## src/rtl/fetch_if.sv

```systemverilog
// Fetch-side bus of the pipelined core. The sequencer uses the master modport.
// The slave modport is for the memory/EX/hazard/decode side.
interface fetch_if #(
  parameter int PC_W    = 16,
  parameter int INSTR_W = 16
);
  logic [PC_W-1:0]    pc_out;
  logic [INSTR_W-1:0] instr_in;
  logic               freeze;
  logic               br_taken;
  logic [PC_W-1:0]    br_target;
  logic               id_valid;
  logic               id_ready;
  logic [INSTR_W-1:0] id_instr;
  logic [PC_W-1:0]    id_pc1;
  logic [15:0]        fetch_cnt;

  modport master (
    output pc_out, id_valid, id_instr, id_pc1, fetch_cnt,
    input  instr_in, freeze, br_taken, br_target, id_ready
  );

  modport slave (
    input  pc_out, id_valid, id_instr, id_pc1, fetch_cnt,
    output instr_in, freeze, br_taken, br_target, id_ready
  );
endinterface

```

## src/rtl/fetch_sequencer.sv

```systemverilog
// Owns the PC, fetches from a combinational instruction memory into a 2-entry FIFO.
// The FIFO feeds decode over valid/ready and honours branch redirects and freezes.
//
// state  | meaning
// BOOT   | first cycle after reset; no fetch, no pop, redirects ignored
// RUN    | fetching one instruction per cycle while the queue has room
// FROZEN | PC held, no fetch; decode may still drain the queue
module fetch_sequencer #(
  parameter int                  PC_W     = 16,
  parameter int                  INSTR_W  = 16,
  parameter logic [PC_W-1:0]     PC_RESET = '0,
  parameter logic [INSTR_W-1:0]  NOP      = '0
) (
  input  logic      clk,
  input  logic      rst,
  fetch_if.master   bus
);

  typedef enum logic [1:0] {BOOT, RUN, FROZEN} state_t;

  state_t             state, state_nxt;
  logic [PC_W-1:0]    pc;
  logic [PC_W-1:0]    pc_inc;
  logic [1:0]         count;
  logic [INSTR_W-1:0] q_instr [2];
  logic [PC_W-1:0]    q_pc1   [2];
  logic [15:0]        fetch_cnt;
  logic               redirect;
  logic               pop;
  logic               push;

  assign pc_inc = pc + 1'b1;

  always_comb begin
    state_nxt = state;
    redirect  = 1'b0;
    pop       = 1'b0;
    push      = 1'b0;
    case (state)
      BOOT: state_nxt = bus.freeze ? FROZEN : RUN;
      RUN, FROZEN: begin
        // A redirect wins over everything: the head stays unconsumed and is flushed.
        redirect  = bus.br_taken;
        pop       = (count != 2'd0) && bus.id_ready && !bus.br_taken;
        push      = (state == RUN) && !bus.freeze && !bus.br_taken
                    && ((count < 2'd2) || pop);
        state_nxt = bus.freeze ? FROZEN : RUN;
      end
      default: state_nxt = BOOT;
    endcase
  end

  always_ff @(posedge clk or posedge rst) begin
    if (rst) begin
      state      <= BOOT;
      pc         <= PC_RESET;
      count      <= 2'd0;
      fetch_cnt  <= 16'd0;
      q_instr[0] <= NOP;
      q_instr[1] <= NOP;
      q_pc1[0]   <= '0;
      q_pc1[1]   <= '0;
    end else begin
      state <= state_nxt;
      if (redirect) begin
        pc    <= bus.br_target;
        count <= 2'd0;
      end else begin
        if (push) begin
          pc <= pc_inc;
          if (fetch_cnt != 16'hFFFF) fetch_cnt <= fetch_cnt + 16'd1;
        end
        case ({push, pop})
          2'b10: begin
            count <= count + 2'd1;
            if (count == 2'd0) begin
              q_instr[0] <= bus.instr_in;
              q_pc1[0]   <= pc_inc;
            end else begin
              q_instr[1] <= bus.instr_in;
              q_pc1[1]   <= pc_inc;
            end
          end
          2'b01: begin
            count      <= count - 2'd1;
            q_instr[0] <= q_instr[1];
            q_pc1[0]   <= q_pc1[1];
          end
          2'b11: begin
            // Count unchanged; the new entry lands behind whatever survives the pop.
            if (count == 2'd1) begin
              q_instr[0] <= bus.instr_in;
              q_pc1[0]   <= pc_inc;
            end else begin
              q_instr[0] <= q_instr[1];
              q_pc1[0]   <= q_pc1[1];
              q_instr[1] <= bus.instr_in;
              q_pc1[1]   <= pc_inc;
            end
          end
          default: ;
        endcase
      end
    end
  end

  assign bus.pc_out    = pc;
  assign bus.id_valid  = (count != 2'd0);
  assign bus.id_instr  = (count != 2'd0) ? q_instr[0] : NOP;
  assign bus.id_pc1    = (count != 2'd0) ? q_pc1[0]   : '0;
  assign bus.fetch_cnt = fetch_cnt;

endmodule

```

## src/flat_wrapper.sv

```systemverilog
// flat-port wrapper written by rule: the top's interface ports become plain ports
module fetch_sequencer_flat 
#(
  parameter int                  PC_W     = 16,
  parameter int                  INSTR_W  = 16,
  parameter logic [PC_W-1:0]     PC_RESET = '0,
  parameter logic [INSTR_W-1:0]  NOP      = '0
)
  (clk, rst, bus_pc_out, bus_id_valid, bus_id_instr, bus_id_pc1, bus_fetch_cnt, bus_instr_in, bus_freeze, bus_br_taken, bus_br_target, bus_id_ready);
  fetch_if #(.PC_W(PC_W), .INSTR_W(INSTR_W)) bus_i ();
  input  logic clk;
  input  logic rst;
  output wire logic [$bits(bus_i.pc_out)-1:0] bus_pc_out;
  output wire logic [$bits(bus_i.id_valid)-1:0] bus_id_valid;
  output wire logic [$bits(bus_i.id_instr)-1:0] bus_id_instr;
  output wire logic [$bits(bus_i.id_pc1)-1:0] bus_id_pc1;
  output wire logic [$bits(bus_i.fetch_cnt)-1:0] bus_fetch_cnt;
  input wire logic [$bits(bus_i.instr_in)-1:0] bus_instr_in;
  input wire logic [$bits(bus_i.freeze)-1:0] bus_freeze;
  input wire logic [$bits(bus_i.br_taken)-1:0] bus_br_taken;
  input wire logic [$bits(bus_i.br_target)-1:0] bus_br_target;
  input wire logic [$bits(bus_i.id_ready)-1:0] bus_id_ready;
  assign bus_pc_out = bus_i.pc_out;
  assign bus_id_valid = bus_i.id_valid;
  assign bus_id_instr = bus_i.id_instr;
  assign bus_id_pc1 = bus_i.id_pc1;
  assign bus_fetch_cnt = bus_i.fetch_cnt;
  assign bus_i.instr_in = bus_instr_in;
  assign bus_i.freeze = bus_freeze;
  assign bus_i.br_taken = bus_br_taken;
  assign bus_i.br_target = bus_br_target;
  assign bus_i.id_ready = bus_id_ready;
  fetch_sequencer #(.PC_W(PC_W), .INSTR_W(INSTR_W), .PC_RESET(PC_RESET), .NOP(NOP)) u_core (.clk(clk), .rst(rst), .bus(bus_i));
endmodule
```

## config.mk

```make
export PLATFORM = sky130hd
export DESIGN_NAME = fetch_sequencer_flat
export DESIGN_NICKNAME = d
export VERILOG_FILES = /design/src/rtl/fetch_if.sv /design/src/rtl/fetch_sequencer.sv /design/src/flat_wrapper.sv
export SDC_FILE = /design/constraint.sdc
export NUM_CORES = 1
export LEC_CHECK = 0
export CAP_MARGIN = 20
export CORE_MARGIN = 2
export CORE_UTILIZATION = 45
export CTS_CLUSTER_DIAMETER = 50
export DETAILED_ROUTE_END_ITERATION = 10
export GPL_ROUTABILITY_DRIVEN = 0
export PLACE_DENSITY = 0.75
export SYNTH_ARGS = -nofsm -noshare
export SYNTH_HDL_FRONTEND = slang
export SYNTH_SLANG_ARGS = --single-unit
```

## constraint.sdc

```tcl
create_clock -name clk -period 3.5 [get_ports clk]
set_input_delay 0.7 -clock clk [delete_from_list [all_inputs] [get_ports clk]]
set_output_delay 0.7 -clock clk [all_outputs]
set_load 0.02 [all_outputs]
```

Word level (Yosys, flattened, before mapping)

Cells that the tools add are included.

Word-level logic and storage cells: 67
Input bits: 37
Output and inout bits: 65
Bits in registers: 100

Bitwise gates (word level): 1
Eq/ne operators: 10
Mux-type cells: 23
$lt $le $gt $ge: 1
Add/sub/neg operators: 4
Reduce and logical (&&, ||, !) cells: 20

Operator list:

| kind                                                   | count |
|---|---|
| two-way mux 16 bit                                     | 12 |
| case mux 16 bit (3 select lines)                       | 2 |
| case mux 16 bit (2 select lines)                       | 2 |
| adder 16 x 1 -> 16 bit (second input constant)         | 2 |
| inequality test 16 bit (second input constant)         | 1 |
| == test 2 x 1 -> 1 bit (second input constant)         | 3 |
| == test 2 bit (second input constant)                  | 3 |
| two-way mux 2 bit                                      | 3 |
| AND reduction 3 bit                                    | 2 |
| nonzero test 2 bit                                     | 3 |
| nonzero test 3 bit                                     | 2 |
| logical AND 1 bit                                      | 5 |
| logical NOT 2 bit                                      | 2 |
| inequality test 2 bit (second input constant)          | 2 |
| case mux 2 bit (2 select lines)                        | 1 |
| AND reduction 4 bit                                    | 1 |
| two-way mux 1 bit                                      | 3 |
| OR reduction 3 bit                                     | 1 |
| adder 2 x 1 -> 2 bit (second input constant)           | 1 |
| logical NOT 1 bit                                      | 2 |
| < comparator 2 bit (second input constant)             | 1 |
| inequality test 2 x 1 -> 1 bit (second input constant) | 1 |
| OR reduction 2 bit                                     | 1 |
| subtractor 2 x 1 -> 2 bit (second input constant)      | 1 |
| other kinds (2)                                        | 2 |

Longest topological paths before layout

Gate-level depths: netlist of run 1.

Depth after elaboration: 9
Gate-level depth with buffers: 14
Gate-level depth less buffers: 11

Worst setup path after synthesis of run 1

Ideal clock, no wire load.

Path type: in2reg
Start: input port bus_br_taken
End: register u_core.q_instr[31] (netlist name)
Setup slack: 0.832 ns
Arrival: 2.542 ns
Required time: 3.374 ns
Cell stages on the path: 9
Setup time: 0.126 ns
Path buffers: 3
Path through: nor4b_2 > o21ai_2 > clkbuf_1 > ha_1 > or3_1 > clkbuf_1 > clkbuf_1 > a221oi_1 > nor2_1

Longest elaborated chain between the ends: 8
Elaborated cells between the ends (all ways): 16
Classes of those cells: eq/ne: 4; mux: 4; bitwise: 1; reduce/logical: 7

RTL lines:

| element                                                                                      | RTL line                                     | RTL |
|---|---|---|
| from (decl)                                                                                  | flat_wrapper.sv:20                           | `input wire logic [$bits(bus_i.br_taken)-1:0] bus_br_taken;` |
| logical NOT 1 bit                                                                            | fetch_sequencer.sv:44, fetch_sequencer.sv:45 |  |
| logical AND 1 bit                                                                            | fetch_sequencer.sv:44                        | `pop = (count != 2'd0) && bus.id_ready && !bus.br_taken;` |
| logical OR 1 bit                                                                             | fetch_sequencer.sv:46                        | `&& ((count < 2'd2) \|\| pop);` |
| logical AND 1 bit                                                                            | fetch_sequencer.sv:46                        |  |
| two-way mux 1 bit                                                                            | fetch_sequencer.sv:39                        | `case (state)` |
| == test 2 bit / == test 2 x 1 -> 1 bit (equally long branches)                               | fetch_sequencer.sv:73                        | `case ({push, pop})` |
| inequality test 2 x 1 -> 1 bit (no source line) / nonzero test 3 bit (equally long branches) | n/a                                          |  |
| AND reduction 3 bit (no source line)                                                         | n/a                                          |  |
| to (decl)                                                                                    | fetch_sequencer.sv:25                        | `logic [INSTR_W-1:0] q_instr [2];` |

Parallel ways exist; a longest one is shown, timed or not.
A chain may end at the register's enable or synchronous reset.

Final worst setup path of run 1

Start: register u_core.count[1]
End: register u_core.q_pc1[23] (netlist name)

Longest elaborated chain between the ends: 9
Elaborated cells between the ends (all ways): 18
Classes of those cells: order compare: 1; eq/ne: 5; mux: 4; reduce/logical: 8

RTL lines:

| element                                                                                      | RTL line              | RTL |
|---|---|---|
| from (decl)                                                                                  | fetch_sequencer.sv:24 | `logic [1:0] count;` |
| from (signal assigned)                                                                       | fetch_sequencer.sv:75 | `count <= count + 2'd1;` |
| from (signal assigned)                                                                       | fetch_sequencer.sv:85 | `count <= count - 2'd1;` |
| nonzero test 2 bit                                                                           | fetch_sequencer.sv:44 |  |
| logical AND 1 bit (2 in a row)                                                               | fetch_sequencer.sv:44 |  |
| logical OR 1 bit                                                                             | fetch_sequencer.sv:46 |  |
| logical AND 1 bit                                                                            | fetch_sequencer.sv:46 |  |
| two-way mux 1 bit                                                                            | fetch_sequencer.sv:39 |  |
| == test 2 bit / == test 2 x 1 -> 1 bit (equally long branches)                               | fetch_sequencer.sv:73 |  |
| inequality test 2 x 1 -> 1 bit (no source line) / nonzero test 3 bit (equally long branches) | n/a                   |  |
| AND reduction 3 bit (no source line)                                                         | n/a                   |  |
| to (decl)                                                                                    | fetch_sequencer.sv:26 | `logic [PC_W-1:0] q_pc1 [2];` |

Parallel ways exist; a longest one is shown, timed or not.

==> impl_metrics.ini, run 1 <==
[floorplanning]
dieWidth_um = 106.7
core-area_mm2 = 0.01028
placementRows = 37
io_pins = 102
dieArea_mm2 = 0.01139
die_height_um = 106.7
initial_core_util_pct = 46.21

[grt]
grt_remaining_overflow = 0
track_usage_pct = 20.04
first_global_vias = 3790
antenna_found_initial = 0
grt_pass1_wl_um = 18130
grt_start_max_net_pins = 51

[pwr]
p_sw_mw = 1.553
pwr-share-seq_pct = 42.3
switching_share_pct = 35.57
power.density_mw_per_mm2 = 708.8
p_clk_share_pct = 18.0
leakage_nw = 2.586
p_int_mw = 2.812
power_frac_comb_pct = 39.7
ir_drop_v = 0.0003445

[timing]
setup_viol = 0
tightest_slew_ns = 0.6684
max_freq_ghz = 0.3275
maxSlewViolCount = 0
finalHoldViolCount = 0
rsz0062_at_grt = no
post-route-period-util_pct = 87.25
finClkSkew_ns = 0.01115
layout_min_cycle_time_ns = 3.054
relSlewSlack_pct = 55.39

[synthesis]
synth_top_area_cell = dfrtp_1
synth_commonest_cells = 100 x dfrtp_1, 56 x nor2_1, 39 x nand2_1, 37 x nor2b_1, 34 x o21ai_0
ys_seq_area_share_pct = 52.69
ys_warn_count = 0
synth_area_mm2 = 0.004750
syn-num-nets = 512
avgSynthCellArea_um2 = 10.21
synth.area.top_cells = dfrtp_1 53%, nor2b_1 4.9%, nor2_1 4.4%
synth-seq-cells = 100
synth_cell_types = 39
syn_inst = 465
synth_top_area_share_pct = 52.69
synth-edff-count = 0
synth_ff_type = dfrtp_1
async_flop_share_pct = 100.0
synth.most_common_cell = dfrtp_1

[routing]
wl_per_cell_um = 15.59
drt_iter0_drc = 150
first_pass_iters = 5
wl_um = 11030
vias = 3749
ant_nets = 0
vias_per_cell = 5.303
route.detailed.drc = 0

[final_layout]
n_antenna_cell = 0
nets = 613
area_growth_pct = 29.64
stdcell_count = 707
drive_gt1_share_pct = 10.33
final_area_mm2 = 0.006157

[clocking]
cts_sinks = 100
path_clk_slew_ns = 0.10
clkLatencyLatePin_ns = 0.36
cts_buffers = 9
root_buffer = clkbuf_8
ctsLongestPathBuffers = 2
htree_levels = 3
cts_tree = built
cts_hold_buf = 0

[placement]
hpwl_um = 7733
port_buffers = 101
dp.cells = 691
place_area_mm2 = 0.005941

[critical_path]
critPathLaunchType = flop
path_max_fanout = 36
critPathLaunch = u_core.count[1]
path_class = reg2reg
required_ns = 3.75
reg2reg_depth = 12
endpoint_kind = flop
rrSetupSlack_ns = 0.45
worstPathArrival_ns = 3.30
r2r-start = u_core.count[1]
worstReg2RegEnd = u_core.q_pc1[23]

[hold_path]
min_to = u_core.q_pc1[21]
hold_depth = 1
hold_class = reg2reg
min_from = u_core.q_pc1[21]

[flow_run]
maxCapViolations = 0

[status]
outcome = completed
placed cells by master, fill, tap and decap left out, types with 2 or more instances in the layout:
cell             count
a22oi_1             21
nand2_1             39
xor2_1              16
a221o_1              2
clkbuf_8             9
mux2_2              17
o21ai_1              9
xnor2_1             15
buf_4               13
or3_1                2
a21oi_1              8
o21ai_0             34
and2_1               2
ha_1                10
nand3_2              2
nor3_1               5
a221oi_1            17
nand3_1             12
o21a_1               5
and3_1               2
bufinv_16            2
nor2_1              56
dfrtp_1            100
nor3_2               2
nor2b_1             37
nand2_2              2
clkbuf_1             3
clkdlybuf4s50_1    101
nand4_1              5
inv_1                8
per-layer routing:
layer  up-vias  global-route usage, %  wire, um
met4         0                  8.627       246
li1       1809                      -         -
met3        17                  2.432       437
met5         -                      0         0
met2        98                  32.62      5236
met1      1825                  27.15      5105
repair_timing:
action / in CTS / in global routing
endpoints found under the hold margin: 0 / 0
endpoints found under the setup margin: 0 / 1
buffers inserted: 0 / 0
resized for setup: 0 / 1
how the worst max path moves through the flow:
| stage | endpoint | slack (ns) | depth (start not counted) |
|---|---|---|---|
| 3_5_place_dp | u_core.q_instr[16] | -0.15 | 10 |
| 6_report | u_core.q_pc1[23] | 0.45 | 12 |
| 4_1_cts | u_core.q_instr[16] | 0.22 | 10 |
| 5_1_grt | u_core.q_pc1[22] | 0.21 | 12 |
| 3_3_place_gp | u_core.q_pc1[22] | -0.04 | 11 |
| 2_1_floorplan | u_core.bus.fetch_cnt[0] | 0.18 | 1 |
layout make-up:
class | count | area, um^2
clock buffer | 12 | 135.1
tap | 136 | 170.2
fill | 895 | 4120
sequential | 100 | 2502
inverter | 10 | 40.04
clock inverter | 4 | 73.82
multi-input combinational | 331 | 2127
timing repair buffer | 114 | 1109
kinds of logic (layout without fill, tap and decap cells):
group	count (synthesis)	in the layout	share of synthesized area, %
xor gates and xnor gates	31	31	5.717
adders and majority gates	10	10	2.634
muxes	17	17	4.030
AOI/OAI and AO/OA	99	99	13.57
buffers and inverters	34	140	2.898
DFF	100	100	52.69
and+or+nand+nor	174	174	18.47
flip-flops by register name (all words and copies together) (netlist names):
| register | cells |
|---|---|
| u_core.state | 2 |
| u_core.bus.fetch_cnt | 16 |
| u_core.count | 2 |
| u_core.q_pc1 | 32 |
| u_core.q_instr | 32 |
| u_core.bus.pc_out | 16 |
power by group through the flow:
stage / Sequential, mW / Combinational (mW) / Clock [mW]
2_1_floorplan: 1.86 / 0.989 / 0
3_3_place_gp: 1.84 / 1.70 / 0
3_5_place_dp: 1.86 / 1.75 / 0
4_1_cts: 1.84 / 1.75 / 0.798
5_1_grt: 1.90 / 1.89 / 0.844
6_report: 1.85 / 1.73 / 0.785
critical path, stage by stage, from the launching register on:
cell	delay, ns
dfrtp_1	0.37
inv_1	0.17
ha_1	0.30
nor2b_1	0.10
o21ai_4	0.42
inv_2	0.19
ha_1	0.27
nor2b_1	0.15
or3_1	0.32
buf_4	0.26
a21oi_1	0.15
o21ai_0	0.10
o21a_1	0.13
per-stage QoR:
step	hold slack, ns	setup WS, ns	TNS [ns]	util (%)	total power, mW
final	0.4884	0.4461	0	59.91	4.364
after global routing	0.5059	0.2128	0	59.91	4.636
after CTS	0.4921	0.2245	0	59.84	4.391
after detailed placement	0.4725	-0.1520	-2.625	57.80	3.608
after global placement	0.4630	-0.04316	-0.1944	57.80	3.545
after floorplan	0.4479	0.1812	0	-	2.851
No activity file was read; power rests on OpenSTA's default activity.
==> inputs of run 2 (changes only) <==
--- a/config.mk
+++ b/config.mk
@@ -5,7 +5,6 @@
 export SDC_FILE = /design/constraint.sdc
 export NUM_CORES = 1
 export LEC_CHECK = 0
-export CAP_MARGIN = 20
 export CORE_MARGIN = 2
 export CORE_UTILIZATION = 45
 export CTS_CLUSTER_DIAMETER = 50
==> results of run 2 <==
Same layout as run 1: the final DEF is identical, and so are final timing and power.
==> inputs of run 3 (changes only) <==
--- a/config.mk
+++ b/config.mk
@@ -5,12 +5,13 @@
 export SDC_FILE = /design/constraint.sdc
 export NUM_CORES = 1
 export LEC_CHECK = 0
-export CORE_MARGIN = 2
+export CORE_MARGIN = 1
 export CORE_UTILIZATION = 45
 export CTS_CLUSTER_DIAMETER = 50
 export DETAILED_ROUTE_END_ITERATION = 10
 export GPL_ROUTABILITY_DRIVEN = 0
 export PLACE_DENSITY = 0.75
+export SKIP_CTS_REPAIR_TIMING = 1
 export SYNTH_ARGS = -nofsm -noshare
 export SYNTH_HDL_FRONTEND = slang
 export SYNTH_SLANG_ARGS = --single-unit
==> run 3 against run 2 <==
Effect of this change:
- critical path depth is 3 lower
- worst hold slack improved by 0.00082 ns
- design area decreased by 0.12%
- core utilization down 0.073 points
- non-clock buffer count decreased by 2
- maximum frequency up 3.6%
- flip-flop and latch count did not move
- largest power group unchanged
- die area decreased by 3.7%
- critical path type is now in2reg
- clock-buffer cell count down 1
- clock power up 4.1%
- routed wire length shrank 0.64%
- first-iteration DRC count up 35%
==> impl_metrics.ini, run 3 (same netlist as run 1, synthesis figures left out) <==
[status]
outcome = completed

[critical_path]
critPathLaunch = bus_br_taken
r2r-start = u_core.count[0]
worstReg2RegEnd = u_core.q_instr[28]
path_max_fanout = 36
endpoint_kind = flop
critPathLaunchType = input pin
cp_slowest_stage_delay_ns = 0.48
rrSetupSlack_ns = 0.65
required_ns = 3.73
reg2reg_depth = 10
worstPathArrival_ns = 3.18
path_class = in2reg
cp_cell_sequence = clkdlybuf4s50_1 -> nor4b_4 -> inv_1 -> ha_1 -> nor2b_1 -> or3_1 -> buf_4 -> a221oi_1 -> nor2_1
crit_path_end = u_core.q_instr[28]
cp_slowest_cell = clkdlybuf4s50_1

[pwr]
power.density_mw_per_mm2 = 714.9
switching_share_pct = 35.36
leakage_nw = 2.581
p_sw_mw = 1.555
power_frac_comb_pct = 39.1
pwr-share-seq_pct = 42.3
p_total_mw = 4.396
p_int_mw = 2.842
ir_drop_v = 0.0004217
p_clk_share_pct = 18.6

[timing]
layout_min_cycle_time_ns = 2.949
maxSlewViolCount = 0
relSlewSlack_pct = 32.13
fin_setup_tns_ns = 0
post-route-period-util_pct = 84.25
finalHoldViolCount = 0
tightest_slew_ns = 1.018
rsz0062_at_grt = no
max_freq_ghz = 0.3391
setup_viol = 0
finClkSkew_ns = 0.01277

[grt]
busiest_layer = met2
use_met1_pct = 28.73
track_usage_pct = 21.17
grt_pass1_wl_um = 18580
grt_start_max_net_pins = 86
grtUsageMet2_pct = 34.06
use_met3_pct = 3.057
antenna_found_initial = 0
first_global_vias = 3751
grt_remaining_overflow = 0

[floorplanning]
placementRows = 37
initial_core_util_pct = 46.21
dieArea_mm2 = 0.01097
die_height_um = 104.7
dieWidth_um = 104.7
core-area_mm2 = 0.01028
io_pins = 102

[clocking]
htree_levels = 3
path_clk_slew_ns = 0.09
root_buffer = clkbuf_8
cts_buffers = 9
cts_tree = built
clkLatencyLatePin_ns = 0.36
cts_sinks = 100
ctsLongestPathBuffers = 2

[final_layout]
final_common_cell = clkdlybuf4s50_1
n_antenna_cell = 0
reg_top3 = u_core.q_instr (32), u_core.q_pc1 (32)
drive_gt1_share_pct = 10.39
nets = 611
final_cell_mix = 101 x clkdlybuf4s50_1, 100 x dfrtp_1, 56 x nor2_1
area_growth_pct = 29.48

[flow_run]
maxCapViolations = 0

[routing]
ant_nets = 0
drt_iter0_drc = 202
wl_per_cell_um = 15.56
wl_um = 10950
vias = 3765
first_pass_iters = 6
route.detailed.drc = 0
vias_per_cell = 5.348

[hold_path]
hold_class = reg2reg

[placement]
port_buffers = 101
hpwl_um = 7705
[run 3: layout make-up]
| type | count | area (um^2) |
|---|---|---|
| repair buffers | 112 | 1094 |
| flip-flops and latches | 100 | 2502 |
| clock inverters | 4 | 72.57 |
| multi-input cells | 331 | 2120 |
| clock buffers | 11 | 151.4 |
| fillers | 902 | 4128 |
| inverters | 10 | 40.04 |
| well taps | 136 | 170.2 |
[run 3: per-stage QoR]
stage          std cells  area [um^2]  hold WS, ns  setup WS (ns)  utilization (%)
6_report             704         6150       0.4893         0.5511            59.84
5_1_grt              704         6150       0.5021         0.3324            59.84
4_1_cts              704         6150       0.4919         0.5475            59.84
3_5_place_dp         689         5926       0.4718         0.1886            57.66
3_3_place_gp         689         5926       0.4623         0.2937            57.66
2_1_floorplan        465         4750       0.4479         0.1812                -
[run 3: worst max-delay path, delay by kind of cell]
family,cells,cell delay (ns)
simple gates,4,0.98
compound gates,1,0.34
fa+ha+maj,1,0.24
buf+inv,3,0.90
[run 3: how the worst min path moves through the flow]
stage                startpoint  cells after the start          endpoint  slack, ns
4_1_cts         u_core.q_pc1[9]                      2   u_core.q_pc1[9]       0.49
2_1_floorplan  u_core.q_pc1[16]                      2  u_core.q_pc1[16]       0.45
3_3_place_gp    u_core.q_pc1[9]                      2   u_core.q_pc1[9]       0.46
5_1_grt        u_core.q_pc1[23]                      1  u_core.q_pc1[23]       0.50
3_5_place_dp    u_core.q_pc1[9]                      2   u_core.q_pc1[9]       0.47
6_report        u_core.q_pc1[9]                      2   u_core.q_pc1[9]       0.49
[run 3: power groups by stage]
stage / sequential (mW) / combinational, mW / clock, mW
after floorplan: 1.86 / 0.989 / 0
after global placement: 1.85 / 1.69 / 0
after detailed placement: 1.87 / 1.73 / 0
after CTS: 1.85 / 1.74 / 0.833
after global routing: 1.91 / 1.88 / 0.878
final: 1.86 / 1.72 / 0.817
[run 3: layer usage]
layer  wire (um)  vias to the layer above  share of wire (%)
met2        5318                      118                 49
met5           0                        -                  0
met4         266                        0                2.4
met3         535                       22                4.9
met1        4834                     1825                 44
li1            -                     1800                  -
